**config.mk**
```make
export PLATFORM = sky130hd
export DESIGN_NAME = mcu_spi_arbiter
export DESIGN_NICKNAME = d
export VERILOG_FILES = /design/src/rtl/mcu_spi_arbiter.sv
export SDC_FILE = /design/constraint.sdc
export NUM_CORES = 1
export LEC_CHECK = 0
export CORE_ASPECT_RATIO = 1.1
export CORE_UTILIZATION = 40
export CTS_CLUSTER_DIAMETER = 60
export CTS_CLUSTER_SIZE = 8
export DETAILED_ROUTE_END_ITERATION = 8
export PLACE_DENSITY = 0.69
export RECOVER_POWER = 50
export REMOVE_ABC_BUFFERS = 1
export SLEW_MARGIN = 20
export SYNTH_ARGS = -nofsm -noshare
export SYNTH_HDL_FRONTEND = slang
export SYNTH_SLANG_ARGS = --single-unit
```
**constraint.sdc**
```tcl
create_clock -name SClk -period 2.5 [get_ports SClk]
set_input_delay 0.5 -clock SClk [delete_from_list [all_inputs] [get_ports SClk]]
set_output_delay 0.5 -clock SClk [all_outputs]
set_load 0.1 [all_outputs]
```
**src/rtl/mcu_spi_arbiter.sv**
```systemverilog
// mcu_spi_arbiter: round-robin ownership of the shared cartridge-to-MCU SPI link with a guard gap.
// Optional idle-grant watchdog is built when MCU_SPI_ARB_TIMEOUT_EN is defined.
module mcu_spi_arbiter #(
    parameter int unsigned NUM_REQ        = 3,
    parameter int unsigned GUARD_CYCLES   = 4,
    parameter int unsigned TIMEOUT_CYCLES = 65535
) (
    input  logic               SClk,
    input  logic               Reset,
    input  logic [NUM_REQ-1:0] Req,
    input  logic [NUM_REQ-1:0] InSPIDo,
    input  logic [NUM_REQ-1:0] InSPIClkRunning,
    input  logic [NUM_REQ-1:0] InSPIClkStretch,
    input  logic [NUM_REQ-1:0] InnMCUSel,
    input  logic               MCUReadyFallingEdge,
    output logic [NUM_REQ-1:0] Grant,
    output logic [NUM_REQ-1:0] GrantReadyFallingEdge,
    output logic               SPIDo,
    output logic               SPIClkRunning,
    output logic               SPIClkStretch,
    output logic               nMCUSel,
    output logic               Busy,
    output logic               TimeoutFlag
);

    localparam int unsigned IDX_W = (NUM_REQ > 1) ? $clog2(NUM_REQ) : 1;
    localparam int unsigned GC_W  = 8;
    localparam int unsigned TO_W  = 16;

    typedef enum logic [1:0] {
        ST_IDLE  = 2'd0,
        ST_GRANT = 2'd1,
        ST_GUARD = 2'd2
    } state_e;

    state_e             state_q, state_d;
    logic [NUM_REQ-1:0] grant_q, grant_d;
    logic [IDX_W-1:0]   owner_q, owner_d;
    logic [IDX_W-1:0]   ptr_q, ptr_d;
    logic [GC_W-1:0]    guard_q, guard_d;
    logic               timeout_flag_q, timeout_flag_d;

    logic               pick_valid_c;
    logic [IDX_W-1:0]   pick_idx_c;
    logic [IDX_W-1:0]   cand_c;
    logic               release_c;

`ifdef MCU_SPI_ARB_TIMEOUT_EN
    logic [TO_W-1:0]    to_cnt_q, to_cnt_d;
    logic               to_hit_c;
`else
    logic               unused_timeout;
    assign unused_timeout = |TO_W'(TIMEOUT_CYCLES);
`endif

    // Round-robin search starting at the pointer, wrapping modulo NUM_REQ
    always_comb begin
        pick_valid_c = 1'b0;
        pick_idx_c   = '0;
        cand_c       = '0;
        for (int k = 0; k < int'(NUM_REQ); k++) begin
            cand_c = IDX_W'((int'(ptr_q) + k) % int'(NUM_REQ));
            if (!pick_valid_c && Req[cand_c]) begin
                pick_valid_c = 1'b1;
                pick_idx_c   = cand_c;
            end
        end
    end

    // Next-state logic; a watchdog expiry shares the normal release path
    always_comb begin
        state_d        = state_q;
        grant_d        = grant_q;
        owner_d        = owner_q;
        ptr_d          = ptr_q;
        guard_d        = guard_q;
        timeout_flag_d = timeout_flag_q;
        release_c      = 1'b0;
`ifdef MCU_SPI_ARB_TIMEOUT_EN
        to_cnt_d       = to_cnt_q;
        to_hit_c       = 1'b0;
`endif
        unique case (state_q)
            ST_IDLE: begin
                if (pick_valid_c) begin
                    state_d = ST_GRANT;
                    grant_d = NUM_REQ'(1) << pick_idx_c;
                    owner_d = pick_idx_c;
                    ptr_d   = (int'(pick_idx_c) == int'(NUM_REQ) - 1) ? '0 : pick_idx_c + IDX_W'(1);
`ifdef MCU_SPI_ARB_TIMEOUT_EN
                    to_cnt_d = '0;
`endif
                end
            end
            ST_GRANT: begin
                release_c = !Req[owner_q] && InnMCUSel[owner_q];
`ifdef MCU_SPI_ARB_TIMEOUT_EN
                if (SPIClkRunning || MCUReadyFallingEdge) begin
                    to_cnt_d = '0;
                end else if (to_cnt_q == TO_W'(TIMEOUT_CYCLES - 1)) begin
                    to_hit_c       = 1'b1;
                    timeout_flag_d = 1'b1;
                end else begin
                    to_cnt_d = to_cnt_q + TO_W'(1);
                end
                release_c = release_c || to_hit_c;
`endif
                if (release_c) begin
                    grant_d = '0;
                    if (GUARD_CYCLES == 0) begin
                        state_d = ST_IDLE;
                    end else begin
                        state_d = ST_GUARD;
                        guard_d = GC_W'(GUARD_CYCLES);
                    end
                end
            end
            ST_GUARD: begin
                if (guard_q <= GC_W'(1)) begin
                    state_d = ST_IDLE;
                    guard_d = '0;
                end else begin
                    guard_d = guard_q - GC_W'(1);
                end
            end
            default: begin
                state_d = ST_IDLE;
                grant_d = '0;
            end
        endcase
    end

    always_ff @(posedge SClk) begin
        if (Reset) begin
            state_q        <= ST_IDLE;
            grant_q        <= '0;
            owner_q        <= '0;
            ptr_q          <= '0;
            guard_q        <= '0;
            timeout_flag_q <= 1'b0;
        end else begin
            state_q        <= state_d;
            grant_q        <= grant_d;
            owner_q        <= owner_d;
            ptr_q          <= ptr_d;
            guard_q        <= guard_d;
            timeout_flag_q <= timeout_flag_d;
        end
    end

`ifdef MCU_SPI_ARB_TIMEOUT_EN
    always_ff @(posedge SClk) begin
        if (Reset) begin
            to_cnt_q <= '0;
        end else begin
            to_cnt_q <= to_cnt_d;
        end
    end
`endif

    // Link mux: only the owner's bits reach the SPIMux; idle levels otherwise
    always_comb begin
        SPIDo                 = 1'b1;
        SPIClkRunning         = 1'b0;
        SPIClkStretch         = 1'b0;
        nMCUSel               = 1'b1;
        GrantReadyFallingEdge = '0;
        if (state_q == ST_GRANT) begin
            SPIDo                          = InSPIDo[owner_q];
            SPIClkRunning                  = InSPIClkRunning[owner_q];
            SPIClkStretch                  = InSPIClkStretch[owner_q];
            nMCUSel                        = InnMCUSel[owner_q];
            GrantReadyFallingEdge[owner_q] = MCUReadyFallingEdge;
        end
    end

    assign Grant       = grant_q;
    assign Busy        = (state_q != ST_IDLE);
    assign TimeoutFlag = timeout_flag_q;

    grant_onehot_a: assert property (@(posedge SClk) $onehot0(grant_q));

endmodule

```
Word-level counts from Yosys, hierarchy flattened
Index checks and enable logic that the tools add are counted.
{ "totals": {"ramBits": 0, "latchBits": 0, "romBits": 0, "ff_bits": 17, "memories": 0, "output_inout_bits": 12} }
{ "classes": {"div_mod_pow": 3, "muxes": 40, "n_mul": 0, "n_bitwise": 2, "n_addsub": 4, "reduce_logical": 14, "order_cmp": 6, "eq_ne": 6, "shifts": 1} }
{ "op_table": {"columns": ["cell", "n"], "rows": [
  ["$mod A32 B3 Y32 const B", 2],
  ["$mod A3 B3 Y32 const B", 1],
  ["$bmux W1 S2", 8],
  ["$mux W1", 16],
  ["$mux W8", 2],
  ["$pmux W8 S2", 1],
  ["$mux W2", 7],
  ["$lt A2 B3 Y1 const B", 4],
  ["$mux W3", 3],
  ["$pmux W3 S3", 1],
  ["$le A8 B1 Y1 const B", 1],
  ["$sub A8 B1 Y8 const B", 1],
  ["$ne A2 B2 Y1 const B", 3],
  ["$pmux W2 S3", 1],
  ["$reduce_and A3 Y1", 2],
  ["$eq A2 B2 Y1 const B", 2],
  ["$logic_and A1 B1 Y1", 4],
  ["$reduce_and A2 Y1", 2],
  ["$reduce_bool A2 Y1", 2],
  ["$add A2 B1 Y3 const B", 1],
  ["$add A2 B2 Y3 const B", 1],
  ["$and A3 B3 Y3", 1],
  ["$logic_not A1 Y1", 3],
  ["$shl A1 B2 Y3 const A", 1],
  ["other kinds (6)", 6]
]} }

Depth between registers and ports, before layout
Gate-level depths: netlist (run 1).
{ "depth": {"word_depth": 13, "depth_mapped": 9, "depth_no_buf": 7} }

Worst setup path after synthesis (run 1)
OpenSTA, ideal clock, no wires.
{ "synth_path": {"kind": "register to output", "from": "reg state_q[0]", "to": "out GrantReadyFallingEdge[1]", "path_stages_with_launch": 5, "t_required_ns": 2.000, "path_buffers": 0, "setup_slack_ns": -0.948, "arrival_time_ns": 2.948, "path_cell_list": "dfxtp_1 > inv_1 > nor2_1 > nand2_1 > nor3b_1"} }
{ "synth_between": {"elab_chain_cells": 2} }
{ "synth_rtl": {"columns": ["item", "line", "rtl"], "rows": [
  ["start, declared", "36", "state_e state_q, state_d;"],
  ["start signal, assigned", "142", "state_q <= state_d;"],
  ["$eq A2 B1 Y1", "168", "if (state_q == ST_GRANT) begin"],
  ["$mux W3", "168", null],
  ["end, declared", "17", "output logic [NUM_REQ-1:0] GrantReadyFallingEdge,"]
]} }
No other way between the ends.

Final worst setup path (run 1)
{ "layout_path": {"from": "reg ptr_q[0]", "to": "reg grant_q[1], in the netlist Grant[1]"} }
{ "layout_between": {"elab_chain_cells": 13, "elab_cells_between_ends": 26} }
{ "layout_rtl": {"columns": ["item", "line", "rtl"], "rows": [
  ["start, declared", "39", "logic [IDX_W-1:0] ptr_q, ptr_d;"],
  ["start signal, assigned", "145", "ptr_q <= ptr_d;"],
  ["parallel branches: the longest is 13 deep, another holds $mod A32 B3 Y32", null, null],
  ["end signal, assigned", "143", "grant_q <= grant_d;"],
  ["end, declared", "37", "logic [NUM_REQ-1:0] grant_q, grant_d;"]
]} }
Parallel ways; which one is timed is not known. The select of a mux whose other input is x is not followed.
A chain may end at the register's enable or synchronous reset.

==> results.ini, run 1 <==
[sta]
min_period_ps = 2340
slew_viol_final = 0
worst_slew_pin_slew_ps = 1170
tns_ps = 0
maxSlewHeadroom_pct = 22.4
skew_ps = 4.98
hold_viol = 0
post-route-period-util_pct = 93.6
setup_viol = 0
rsz0062_at_grt = false
max_freq_mhz = 427

[power_and_ir_drop]
power_density_nw_per_um2 = 1260
ir_drop_mv = 1.07
power_frac_seq_pct = 22.1
p_switching_uw = 1110
p_leak_uw = 0.000615
internal-power_uw = 861
power_uw = 1970
power_frac_comb_pct = 70.8
swShare_pct = 56.3
clock_power_share_pct = 7.2

[flow_run]
maxCapViolCount = 0

[floorplanning]
rows = 20
die_area_sq_um = 3350
fp.dieW_microns = 55.3
core_sq_um = 2850
start_util_pct = 43.8
boundaryPins = 30
die_y_microns = 60.6

[grt]
grt_overflow = 0
grt_use_total_pct = 19.5
grt_max_degree = 24
antenna_found_initial = 0
grt_pass1_wl_mm = 5.32
grt_pass1_vias = 1220

[synth]
netlist_area_sq_um = 1250
ys.flop_type = dfxtp_1
ys_seq_area_share_pct = 27.3
synth.area.top_cells = dfxtp_1, mux2i_1, ha_1, a21oi_1, nor2_1
ys_seq_elements = 17
syn_inst = 158
synth_edf_count = 0
synth.top_cell.area_share_pct = 27.3
synthTopCellsByCount = dfxtp_1, nor2_1, a21oi_1, nand2_1, mux2i_1
ys_warn_count = 0
syn_area_per_cell_sq_um = 7.90
yosysTopAreaCell = dfxtp_1
ys_types = 45
async_flop_share_pct = 0

[placement]
numPortBuffers = 28
placed_cells = 218
dp_hpwl_mm = 2.37
gp_congestion = 0.912

[finish]
drive_gt1_share_pct = 11.6
area_growth_pct = 25.4
nNetsFinal = 214
layoutNonFillerInstCount = 222
diodes = 0

[clock_network]
clkSinkCount = 17
clkTransAtPathRegs_ps = 90
cts_setup_buffers = 0
cts_inserted_buffers = 3
cts_tree = built
cts_buffer_depth = 2
root_buffer = clkbuf_4
hold_buffers = 0
htreeDepth = 1
clk_latency_ps = 280

[critical_path]
startpoint_type = register
critical_path_required_ps = 2690
endpoint_kind = register
critical_path_class = reg -> reg
crit_fanout = 9
crit_arrival_ps = 2530

[hold_path]
hp-class = reg -> reg

[detailed_routing]
viasPerCell = 5.72
postRouteAntennaNets = 0
wl_per_cell_microns = 13.7
routed_wl_mm = 3.04
firstDrtPassIters = 4
drc = 0
dr.first_iter.drc_count = 68
vias = 1270

[status]
status = finished, final reports clean

## power groups by stage
stage	Sequential [uW]	Combinational [uW]	Clock, uW
after floorplan	558	927	0
after global placement	438	1450	0
after detailed placement	443	1480	0
after CTS	435	1480	149
after global routing	452	1500	156
final	435	1390	141
## placed cells by master (no fill, tap or decap), types with 6 or more instances in the layout
master	instances
inv_1	8
a21oi_1	13
clkdlybuf4s50_1	17
mux2i_1	8
nand2_1	13
clkbuf_2	6
dfxtp_1	17
nor3_1	8
nor2_1	17
clkbuf_1	6
nand2b_1	6
## routing by layer
metal | vias to the layer above | share of wire (%) | track usage, %
met3 | 4 | 5.5 | 2.77
met1 | 577 | 46 | 24.3
met2 | 47 | 48 | 34.9
met4 | 0 | 0.92 | 7.14
li1 | 642 | - | -
met5 | - | 0 | 0
## worst paths after layout
check           start       end  slack, ps  depth (start not counted)
min reg2reg  Grant[2]  Grant[2]        480                          2
max          ptr_q[0]  Grant[1]        160                          7
min          Grant[2]  Grant[2]        480                          2
max reg2reg  ptr_q[0]  Grant[1]        160                          7
## sequential cells by signal, summed over array words and instances, names as in the netlist
register  count
Grant         3
guard_q       8
owner_q       2
ptr_q         2
state_q       2
## kinds of logic after synthesis
kind of cell | count (synthesis) | share of synthesized area [%]
AO/OA/AOI/OAI | 44 | 24.5
adder cells (fa/ha/maj) | 6 | 6.01
buffers and inverters | 16 | 6.71
flip-flops | 17 | 27.3
multiplexers | 10 | 8.12
other | 1 | 0.300
AND/OR/NAND/NOR | 64 | 27.2
## stage by stage
step	setup slack [ps]	cell area, sq um	hold WS, ps	utilization (%)
floorplan	-948	1190	452	-
global placement	43.6	1630	472	57.1
detailed placement	-46.1	1630	472	57.1
CTS	73.8	1660	490	58.0
global route	12.5	1570	515	54.9
finish	161	1570	484	54.9
## what timing repair did
action	4_1_cts	5_1_grt
setup endpoints to repair	0	5
hold endpoints to repair	0	0
resized for setup	0	2
## cell type report
cell class	count	area (sq um)
inverter	8	30.0
tap	33	41.3
multi-input combinational	125	831
timing repair buffer	35	297
clock buffer	4	26.3
sequential	17	340
fill	288	1290
## critical path, stage by stage, from the launching register on
cell	delay [ps]
dfxtp_1	380
inv_1	80
ha_2	430
mux2i_2	290
o22ai_2	130
o211a_1	250
or3_1	400
o32ai_1	290
Power figures use the tool's default switching activity.
==> run 2: changes to the inputs <==
--- a/config.mk
+++ b/config.mk
@@ -11,9 +11,10 @@
 export CTS_CLUSTER_SIZE = 8
 export DETAILED_ROUTE_END_ITERATION = 8
 export PLACE_DENSITY = 0.69
-export RECOVER_POWER = 50
+export RECOVER_POWER = 100
 export REMOVE_ABC_BUFFERS = 1
 export SLEW_MARGIN = 20
 export SYNTH_ARGS = -nofsm -noshare
 export SYNTH_HDL_FRONTEND = slang
 export SYNTH_SLANG_ARGS = --single-unit
+export TNS_END_PERCENT = 50
==> results.ini, run 2 (same netlist as run 1, synthesis figures left out) <==
[grt]
grt_overflow = 0
antenna_found_initial = 0
grt_pass1_vias = 1220
grt_pass1_wl_mm = 5.32
grt_max_degree = 24
grt_use_total_pct = 19.5

[flow_run]
maxCapViolCount = 0

[floorplanning]
fp.dieW_microns = 55.3
core_sq_um = 2850
boundaryPins = 30
rows = 20
die_y_microns = 60.6
start_util_pct = 43.8
die_area_sq_um = 3350

[detailed_routing]
wl_met2_mm = 1.45
maxUsedRoutingLayer = met4
vias = 1259
drc = 0
routed_wl_mm = 3.03
postRouteAntennaNets = 0
wl_per_cell_microns = 13.6
wl_met1_mm = 1.39
viasPerCell = 5.67
met3_length_microns = 154
firstDrtPassIters = 4
dr.first_iter.drc_count = 59

[sta]
max_freq_mhz = 424
min_period_ps = 2360
worst_slew_pin_slew_ps = 1170
hold_viol = 0
rsz0062_at_grt = false
maxSlewHeadroom_pct = 22.4
timing.hold.ws_ps = 483
setup_ws_ps = 141
skew_ps = 6.88
post-route-period-util_pct = 94.4
setup_viol = 0
slew_viol_final = 0

[power_and_ir_drop]
power_density_nw_per_um2 = 1250
p_leak_uw = 0.000603
ir_drop_mv = 1.06
power_uw = 1920

[hold_path]
hp-class = reg -> reg
worstHoldPathCells = 2

[critical_path]
critical_path_class = reg -> out
rr_startpoint = ptr_q[0]
slowest_stage = dfxtp_1
reg2reg_depth = 7
crit_path_start = owner_q[0]
path_delay_family = flip-flops
regToRegSetupSlack_ps = 160
crit_arrival_ps = 1860
rr_endpoint = Grant[1]
path_cells = and2b_1, a21oi_1, o21ai_0, clkbuf_2
cp-endpoint = SPIDo
cp.depth = 4
cp.buffers_inverters = 1
crit_fanout = 10
endpoint_kind = output port
worst_path_largest_cell_delay_ps = 600
startpoint_type = register
critical_path_required_ps = 2000

[placement]
numPortBuffers = 28
place_ws_ps = -46.1
dp_hpwl_mm = 2.37
gp_congestion = 0.912
placed_area_sq_um = 1630

[status]
status = finished, final reports clean

[clock_network]
cts_inserted_buffers = 3
cts_buffer_depth = 2
clkSinkCount = 17
cts_setup_buffers = 0
clkTransAtPathRegs_ps = 90
cts_tree = built
hold_buffers = 0
post_cts_resize_count = 0
root_buffer = clkbuf_4
htreeDepth = 1
clk_latency_ps = 280

[finish]
top_register = guard_q
n_fill_cell = 292
largest_reg_flops = 8
stdcell_area_sq_um = 1540
final_cell_mix = dfxtp_1, nor2_1, clkdlybuf4s50_1, nand2_1, a21oi_1
drive_gt1_share_pct = 11.6
area_growth_pct = 23.1
nNetsFinal = 214
diodes = 0

## run 2: per-stage QoR
stage | TNS [ps] | utilization [%] | cells
2_1_floorplan | -3190 | - | 150
3_3_place_gp | 0 | 57.1 | 218
3_5_place_dp | -151 | 57.1 | 218
4_1_cts | 0 | 58.0 | 222
5_1_grt | 0 | 53.9 | 222
6_report | 0 | 53.9 | 222
## run 2: final cells by class
cell class                      instances  area, sq um  share of cell area, %
Multi-Input combinational cell        125          831                   54.0
Tap cell                               33         41.3                   2.69
Inverter                                8         30.0                   1.95
Timing Repair Buffer                   35          269                   17.5
Clock buffer                            4         26.3                   1.71
Sequential cell                        17          340                   22.1
## run 2: power by group
part,internal (uW),switching (uW),leakage [uW]
Combinational,417,931,0.000449
Sequential,344,90.1,0.000139
Clock,61.9,80.2,0.0000150
## run 2: worst min-delay path by stage
stage,from,end
final,Grant[2],Grant[2]
after detailed placement,Grant[2],Grant[2]
after global placement,Grant[1],Grant[1]
after CTS,Grant[2],Grant[2]
after floorplan,guard_q[1],guard_q[1]
after global routing,Grant[0],Grant[0]
## run 2: worst register-to-register path: stages (launching register included)
cell and delay (ps):
dfxtp_1 380, inv_1 80, ha_2 430, mux2i_2 290
o22ai_2 130, o211a_1 250, or3_1 400, o32ai_1 290
## run 2: layer usage
| layer | global-route usage, % | vias up |
|---|---|---|
| met5 | 0 | - |
| met4 | 7.14 | 0 |
| met3 | 2.77 | 4 |
| met2 | 34.9 | 41 |
| met1 | 24.3 | 571 |
| li1 | - | 643 |
==> run 3: changes to the inputs <==
--- a/config.mk
+++ b/config.mk
@@ -5,6 +5,7 @@
 export SDC_FILE = /design/constraint.sdc
 export NUM_CORES = 1
 export LEC_CHECK = 0
+export ABC_CLOCK_PERIOD_IN_PS = 2500
 export CORE_ASPECT_RATIO = 1.1
 export CORE_UTILIZATION = 40
 export CTS_CLUSTER_DIAMETER = 60
==> results of run 3 <==
The final DEF is identical to that of run 2; final timing and power are the same.
